### config.mk
export PLATFORM = sky130hd
export DESIGN_NAME = ps2_host_tx
export DESIGN_NICKNAME = d
export VERILOG_FILES = /design/src/rtl/ps2_host_tx.sv
export SDC_FILE = /design/constraint.sdc
export NUM_CORES = 1
export LEC_CHECK = 0
export BUFFER_PORTS_ARGS = -buffer_cell sky130_fd_sc_hd__buf_2
export CORE_MARGIN = 5
export CORE_UTILIZATION = 35
export CTS_CLUSTER_DIAMETER = 120
export CTS_CLUSTER_SIZE = 12
export DETAILED_ROUTE_END_ITERATION = 12
export MAX_ROUTING_LAYER = met4
export PLACE_DENSITY_LB_ADDON = 0.1
export SETUP_SLACK_MARGIN = 0.5
export SYNTH_ARGS = -nofsm -noshare
export SYNTH_HDL_FRONTEND = slang
export SYNTH_SLANG_ARGS = --single-unit
export TNS_END_PERCENT = 1
### constraint.sdc
create_clock -name clock -period 2.1 [get_ports clock]
set_input_delay 0.21 -clock clock [delete_from_list [all_inputs] [get_ports clock]]
set_output_delay 0.21 -clock clock [all_outputs]
set_load 0.02 [all_outputs]
### src/rtl/ps2_host_tx.sv
`default_nettype none
// ============================================================================
//  Module      : ps2_host_tx
//  Description : PS/2 host-to-device transmitter. Holds PS2_CLK low to
//                request to send, issues the start bit, shifts one command
//                byte plus odd parity and stop on device clock falling edges,
//                then samples the device ACK and waits for the bus to idle.
//  Revision    : 1.0  initial release
// ============================================================================
module ps2_host_tx #(
  parameter int INHIBIT_CYCLES   = 6000,
  parameter int TIMEOUT_CYCLES   = 1000000,
  parameter int IDLE_WAIT_CYCLES = 1000000
) (
  input  logic       clock,
  input  logic       reset,
  input  logic       send,
  input  logic [7:0] tx_byte,
  input  logic       ps2_clk_in,
  input  logic       ps2_dat_in,
  output logic       ps2_clk_drive_low,
  output logic       ps2_dat_drive_low,
  output logic       busy,
  output logic       done,
  output logic       ack_ok,
  output logic       error
);

  localparam logic [2:0] c_IDLE      = 3'd0;
  localparam logic [2:0] c_INHIBIT   = 3'd1;
  localparam logic [2:0] c_RELEASE   = 3'd2;
  localparam logic [2:0] c_SHIFT     = 3'd3;
  localparam logic [2:0] c_ACK       = 3'd4;
  localparam logic [2:0] c_WAIT_IDLE = 3'd5;
  localparam logic [2:0] c_DONE      = 3'd6;

  localparam logic [31:0] c_INH_LAST = 32'(INHIBIT_CYCLES - 1);
  localparam logic [31:0] c_TO_LAST  = 32'(TIMEOUT_CYCLES - 1);
  localparam logic [31:0] c_IW_LAST  = 32'(IDLE_WAIT_CYCLES - 1);

  logic [2:0]  r_state;
  logic [2:0]  w_state_next;
  logic        r_clk_meta, r_clk_sync, r_clk_prev;
  logic        r_dat_meta, r_dat_sync;
  logic [31:0] r_timer;
  logic [3:0]  r_idx;
  logic [9:0]  r_frame;
  logic        r_dat_low;
  logic        r_ack_ok;
  logic        w_clk_fall;
  logic        w_inhibit_last;
  logic        w_timeout;

  assign w_clk_fall     = r_clk_prev & ~r_clk_sync;
  assign w_inhibit_last = (r_state == c_INHIBIT) && (r_timer == c_INH_LAST);
  assign w_timeout      = (((r_state == c_RELEASE) || (r_state == c_SHIFT) ||
                            (r_state == c_ACK)) && (r_timer == c_TO_LAST)) ||
                          ((r_state == c_WAIT_IDLE) && (r_timer == c_IW_LAST));

  // State register
  always_ff @(posedge clock) begin
    if (reset) r_state <= c_IDLE;
    else       r_state <= w_state_next;
  end

  // Next-state logic; a timeout overrides any bus event in the same cycle
  always_comb begin
    w_state_next = r_state;
    case (r_state)
      c_IDLE:      if (send) w_state_next = c_INHIBIT;
      c_INHIBIT:   if (w_inhibit_last) w_state_next = c_RELEASE;
      c_RELEASE:   w_state_next = w_timeout ? c_DONE : c_SHIFT;
      c_SHIFT: begin
        if (w_timeout)                        w_state_next = c_DONE;
        else if (w_clk_fall && r_idx == 4'd9) w_state_next = c_ACK;
      end
      c_ACK: begin
        if (w_timeout)       w_state_next = c_DONE;
        else if (w_clk_fall) w_state_next = c_WAIT_IDLE;
      end
      c_WAIT_IDLE: begin
        if (w_timeout)                      w_state_next = c_DONE;
        else if (r_clk_sync && r_dat_sync)  w_state_next = c_DONE;
      end
      c_DONE:      w_state_next = c_IDLE;
      default:     w_state_next = c_IDLE;
    endcase
  end

  // Pad synchronisers, cycle timer, frame shifting and ACK capture
  always_ff @(posedge clock) begin
    if (reset) begin
      // Idle bus level is high, so start the synchronisers there to avoid a
      // false falling edge right after reset.
      r_clk_meta <= 1'b1;
      r_clk_sync <= 1'b1;
      r_clk_prev <= 1'b1;
      r_dat_meta <= 1'b1;
      r_dat_sync <= 1'b1;
      r_timer    <= '0;
      r_idx      <= '0;
      r_frame    <= '0;
      r_dat_low  <= 1'b0;
      r_ack_ok   <= 1'b0;
    end else begin
      r_clk_meta <= ps2_clk_in;
      r_clk_sync <= r_clk_meta;
      r_clk_prev <= r_clk_sync;
      r_dat_meta <= ps2_dat_in;
      r_dat_sync <= r_dat_meta;
      case (r_state)
        c_IDLE: begin
          if (send) begin
            r_frame  <= {1'b1, ~^tx_byte, tx_byte};
            r_ack_ok <= 1'b0;
            r_timer  <= '0;
          end
        end
        c_INHIBIT: begin
          if (w_inhibit_last) begin
            r_timer   <= '0;
            r_dat_low <= 1'b1;
            r_idx     <= '0;
          end else begin
            r_timer <= r_timer + 32'd1;
          end
        end
        c_RELEASE: begin
          r_timer <= r_timer + 32'd1;
          r_idx   <= '0;
        end
        c_SHIFT: begin
          r_timer <= r_timer + 32'd1;
          if (w_timeout) begin
            r_dat_low <= 1'b0;
          end else if (w_clk_fall) begin
            r_dat_low <= ~r_frame[r_idx];
            r_idx     <= r_idx + 4'd1;
          end
        end
        c_ACK: begin
          r_timer   <= r_timer + 32'd1;
          r_dat_low <= 1'b0;
          if (!w_timeout && w_clk_fall) begin
            r_ack_ok <= ~r_dat_sync;
            r_timer  <= '0;
          end
        end
        c_WAIT_IDLE: begin
          r_timer <= r_timer + 32'd1;
          if (w_timeout) r_ack_ok <= 1'b0;
        end
        default: r_dat_low <= 1'b0;
      endcase
    end
  end

  // Outputs decoded from state; the clock line is only ever pulled in INHIBIT
  always_comb begin
    ps2_clk_drive_low = (r_state == c_INHIBIT);
    ps2_dat_drive_low = w_inhibit_last |
                        (((r_state == c_RELEASE) || (r_state == c_SHIFT)) & r_dat_low);
    busy              = (r_state != c_IDLE) && (r_state != c_DONE);
    done              = (r_state == c_DONE);
    error             = (r_state == c_DONE) & ~r_ack_ok;
    ack_ok            = r_ack_ok;
  end

endmodule
`default_nettype wire
# Word-level counts from Yosys, hierarchy flattened
# Index checks and enable logic that the tools add are counted.
[totals] out_inout_bits=6 ram_bits=0 input_bits=13 latch_bits=0 mem_bits_ro=0 word_cells=96 memories=0 reg_bits=56
[classes] n_eq_ne=20 n_reduce_logical=25 magnitude_cmp=1 div_mod_pow=0 shift=0 bitwise=9 multipliers=0 n_addsub=2 muxes=28
[op_table] cell="$pmux W32 S4" n=1
[op_table] cell="$mux W32" n=3
[op_table] cell="$add A32 B1 Y32 const B" n=1
[op_table] cell="$eq A32 B13 Y1 const B" n=1
[op_table] cell="$eq A32 B20 Y1 const B" n=1
[op_table] cell="$mux W3" n=9
[op_table] cell="$pmux W3 S6" n=1
[op_table] cell="$mux W4" n=3
[op_table] cell="$pmux W4 S3" n=1
[op_table] cell="$eq A3 B3 Y1 const B" n=3
[op_table] cell="$ne A3 B3 Y1 const B" n=3
[op_table] cell="$reduce_bool A3 Y1" n=3
[op_table] cell="$ne A2 B2 Y1 const B" n=4
[op_table] cell="$reduce_and A4 Y1" n=2
[op_table] cell="$reduce_xnor A8 Y1" n=1
[op_table] cell="$logic_and A1 B1 Y1" n=7
[op_table] cell="$mux W1" n=7
[op_table] cell="$eq A3 B2 Y1 const B" n=2
[op_table] cell="$ne A3 B2 Y1 const B" n=2
[op_table] cell="$pmux W1 S3" n=2
[op_table] cell="$reduce_or A3 Y1" n=2
[op_table] cell="$lt A4 B5 Y1 const B" n=1
[op_table] cell="$not A1 Y1" n=5
[op_table] cell="$reduce_and A5 Y1" n=1
[op_table] cell="13 further kinds" n=19

# Longest topological paths before layout
[logic_depth] word_depth=9 ltp_mapped=8 ltp_nobuf=7

# Worst setup path after synthesis
# No wires, ideal clock.
[synth_timing] kind="register to register" start="reg r_timer[0]" end="reg r_state[1]" t_arrival_ns=1.866 stages_incl_launch_ff=8 synth_period_minus_slack_ns=1.925 slack_ns=0.175 n_path_buf=0 setup_time_ns=0.059 required_time_ns=2.041 path_cell_list="dfxtp_1 > ha_1 > nor4b_2 > nand4_1 > o21ba_1 > a211o_1 > a221oi_1 > o31a_1"
[synth_via] elab_chain_len=5 elab_cells_between_ends=15 classes_between="6 x eq/ne; 4 x mux; 5 x reduce/logical"
[synth_rtl] item="from (decl)" line="45" rtl="logic [31:0] r_timer;"
[synth_rtl] item="from (signal assigned)" line="125" rtl="r_timer <= r_timer + 32'd1;"
[synth_rtl] item="from (signal assigned)" line="129" rtl="r_timer <= r_timer + 32'd1;"
[synth_rtl] item="from (signal assigned)" line="133" rtl="r_timer <= r_timer + 32'd1;"
[synth_rtl] item="$eq A32 B20 Y1" line="57, 58"
[synth_rtl] item="$logic_and A1 B1 Y1, on equally long branches" line="57, 58"
[synth_rtl] item="$logic_or A1 B1 Y1" line="57" rtl="(r_state == c_ACK)) && (r_timer == c_TO_LAST)) ||"
[synth_rtl] item="$ne A3 B2 Y1 (no source line), or another cell as far along"
[synth_rtl] item="$reduce_and A5 Y1 (no source line) or $pmux W3 S6 (tied branches)"
[synth_rtl] item="to (signal assigned)" line="62" rtl="if (reset) r_state <= c_IDLE;"
[synth_rtl] item="to (signal assigned)" line="63" rtl="else r_state <= w_state_next;"
[synth_rtl] item="to (decl)" line="41" rtl="logic [2:0] r_state;"
# Parallel ways exist; a longest one is shown, timed or not.
# A chain may end at the register's enable or synchronous reset.

# Worst setup path after layout
[layout_timing] start="reg r_timer[19]" end="out ps2_dat_drive_low"
[layout_via] elab_chain_len=3
[layout_rtl] item="$eq A32 B13 Y1" line="55" rtl="assign w_inhibit_last = (r_state == c_INHIBIT) && (r_timer == c_INH_LAST);"
[layout_rtl] item="$logic_and A1 B1 Y1" line="55"
[layout_rtl] item="$or A1 B1 Y1" line="161" rtl="ps2_dat_drive_low = w_inhibit_last |"
[layout_rtl] item="to (decl)" line="22" rtl="output logic ps2_dat_drive_low,"
# No other way between the ends.

==> flow_summary.yaml <==
sta:
  slew_viol_final: 0
  tightestPinTransition_ps: 646
  finalCriticalPeriod_ps: 2130
  slew-limit-headroom_pct: 56.6
  fmax_mhz: 470
  worst_slack_ps: -28.6
  post-route-period-util_pct: 101
  rsz0062_at_grt: "true"
  fin_skew_ps: 8.69
  hold_violations: 0
  finalSetupViolations: 1
clocking:
  worstSkewPairLatency_ps: 310
  root_buffer: "clkbuf_8"
  cts_buffer_depth: 2
  h-tree-depth: 2
  cts.hold.buffers_added: 0
  tritoncts: "yes"
  cts.sinks: 56
  cts.clk_slew.worst_paths_ps: 100
  numCtsBuffers: 5
logic_synthesis:
  yosysWarningCount: 0
  synth.avg_cell_area_um2: 8.70
  synthAdderAreaFrac_pct: 1.52
  synth_top_flop_cell: "dfxtp_1"
  synthXorXnorAreaFrac_pct: 10.6
  synth_mux_area_share_pct: 2.12
  ys_ff_latch: 56
  ys_types: 61
  syn_nets: 376
  synth-edff-count: 0
  synth_simple_gate_area_share_pct: 34.3
  synth_top_family_by_area: "simple AND/OR/NAND/NOR gates"
  synthArstFlopShare_pct: 0
  seq_area_frac_synth_pct: 35.8
  netlist_area_mm2: 0.00313
  netlist_instances: 360
  synth-compound-area-share_pct: 9.59
hold_path:
  min_path_type: "input port to flop"
layout:
  stdcell_area_mm2: 0.00384
  multi_input_area_mm2: 0.00198
  fillCellCount: 880
  diodes: 0
  drive_above_1_share_pct: 32.0
  nets: 428
  final_core_util_pct: 44.1
  register_area_mm2: 0.00114
  fin_cells: 521
  area_growth_pct: 22.7
status:
  status: "finished, violations left"
  violations: "setup timing"
drt:
  ant_nets: 0
  drt-initial-drc-count: 79
  avgRoutedWirePerCell_um: 14.2
  route.detailed.drc: 0
  finalWirelength_um: 7410
  dr.pass1.iters: 4
  viasPerCell: 5.21
  vias: 2715
worst_setup_path:
  endpoint: "ps2_dat_drive_low"
  worst_r2r_endpoint: "r_state[0]"
  startpoint: "r_timer[19]"
  startpoint_type: "flop"
  timing.rr.start: "r_timer[19]"
  crit_fanout: 3
  worstSetupEndpointType: "output pin"
  criticalPathCategory: "flop to output pin"
  r2r_cells: 8
  required_ps: 1890
  arrival_ps: 1920
  regToRegSetupSlack_ps: 10
place:
  gp_congestion: 0.830
  hpwl_um: 5480
  dpl_cell_area_mm2: 0.00351
  dp.cells: 507
  io_buffers: 18
power:
  irDropWorstVdd_uv: 249
  finalPower_mw: 2.14
  cellPowerDensity_mw_per_mm2: 557
  leakagePower_nw: 1.39
grt:
  antenna_found_initial: 0
  track_usage_pct: 14.4
  grt_overflow: 0
  grt_pass1_wl_um: 13000
  grt_pass1_vias: 2676
  grt_start_max_net_pins: 33
die:
  io-pin-count: 19
  die-area_mm2: 0.0109
  start_util_pct: 35.9
  core_area_mm2: 0.00872
  dieWidth_um: 105
  num_rows: 34
  die_h_um: 105
run:
  max-cap-violations: 0
==> Yosys cell counts, drive strengths merged, types with 8 or more instances <==
cell type / n / area (um2)
xnor2: 28 / 245
clkbuf: 8 / 90.1
and3: 11 / 70.1
nor4: 8 / 87.6
nand4: 13 / 81.3
nand2: 43 / 161
nor3: 14 / 92.6
nand3: 15 / 80.1
a21oi: 18 / 93.8
nor2: 56 / 235
dfxtp: 56 / 1120
inv: 11 / 41.3
xor2: 10 / 87.6
==> cell type report <==
cell class | instances | share of cell area (%)
tap | 108 | 3.52
sequential | 56 | 29.7
multi-input combinational | 280 | 51.4
clock buffer | 6 | 2.15
timing repair buffer | 58 | 11.1
clock inverter | 2 | 1.01
inverter | 11 | 1.17
==> cell usage in the layout (no fill, tap or decap), types with 3 or more instances in the layout <==
cell	count
nand2_1	43
clkbuf_8	6
buf_2	17
nor2_4	5
inv_1	10
or2_2	5
nor2_2	14
xnor2_1	28
dfxtp_2	6
nand3_1	13
nor2_1	37
nor3_1	11
dfxtp_1	47
nand4bb_1	3
nor4_4	4
o21ai_0	3
nor4_2	3
xor2_1	10
nand4_1	13
and3_1	9
dfxtp_4	3
buf_4	37
a21oi_1	16
==> power by group <==
part	leakage (nW)	switching (mW)	internal (mW)
clock	0.0614	0.362	0.391
sequential	0.460	0.0245	1.09
combinational	0.872	0.160	0.110
total	1.39	0.547	1.59
==> metrics by stage <==
| stage | TNS, ps | hold WS, ps | worst slack (ps) |
|---|---|---|---|
| floorplan | 0 | 314 | 266 |
| global placement | 0 | 392 | 50.1 |
| detailed placement | 0 | 396 | 34.8 |
| CTS | -72.5 | 66.1 | -65.5 |
| global route | -311 | 69.8 | -185 |
| finish | -28.6 | 77.6 | -28.6 |
==> layer usage <==
layer  wire, um  vias up  global-route usage [%]
met5          0        -                       -
met4        110        0                    3.93
met3        199       10                    2.40
met2       3590       41                    23.5
met1       3520     1293                    18.6
li1           -     1371                       -
==> state kept, by name, indices dropped and copies added, names as in the netlist <==
register	count
ack_ok	1
r_clk_meta	1
r_clk_prev	1
r_clk_sync	1
r_dat_low	1
r_dat_meta	1
r_dat_sync	1
r_frame	10
r_idx	4
r_state	3
r_timer	32
==> worst min-delay path by stage <==
stage | startpoint | endpoint | slack (ps) | cells after the start
2_1_floorplan | ps2_clk_in | r_clk_meta | 310 | 1
3_3_place_gp | ps2_clk_in | r_clk_meta | 390 | 2
3_5_place_dp | ps2_clk_in | r_clk_meta | 400 | 2
4_1_cts | ps2_dat_in | r_dat_meta | 70 | 2
5_1_grt | ps2_clk_in | r_clk_meta | 70 | 2
6_report | ps2_dat_in | r_dat_meta | 80 | 2
==> worst max-delay path, stage by stage (launching register included) <==
cell and delay (ps):
dfxtp_2 340, buf_6 120, nor4b_4 240, nand4_1 240
nor3_4 240, buf_6 130, a22oi_2 40, nor2_1 120
buf_4 150
==> kinds of logic after synthesis <==
| kind of cell | count (synthesis) |
|---|---|
| multiplexers | 4 |
| AND/OR/NAND/NOR | 190 |
| adder cells (fa/ha/maj) | 4 |
| XOR/XNOR | 38 |
| buffers and inverters | 24 |
| flip-flops | 56 |
| AO/OA/AOI/OAI | 44 |
==> what timing repair did <==
item,4_1_cts,5_1_grt
resized for setup,16,28
endpoints found under the hold margin,0,0
buffers inserted,6,0
pin swaps,12,24
endpoints found under the setup margin,46,55
Note: power is estimated with default switching activity, not from simulation.
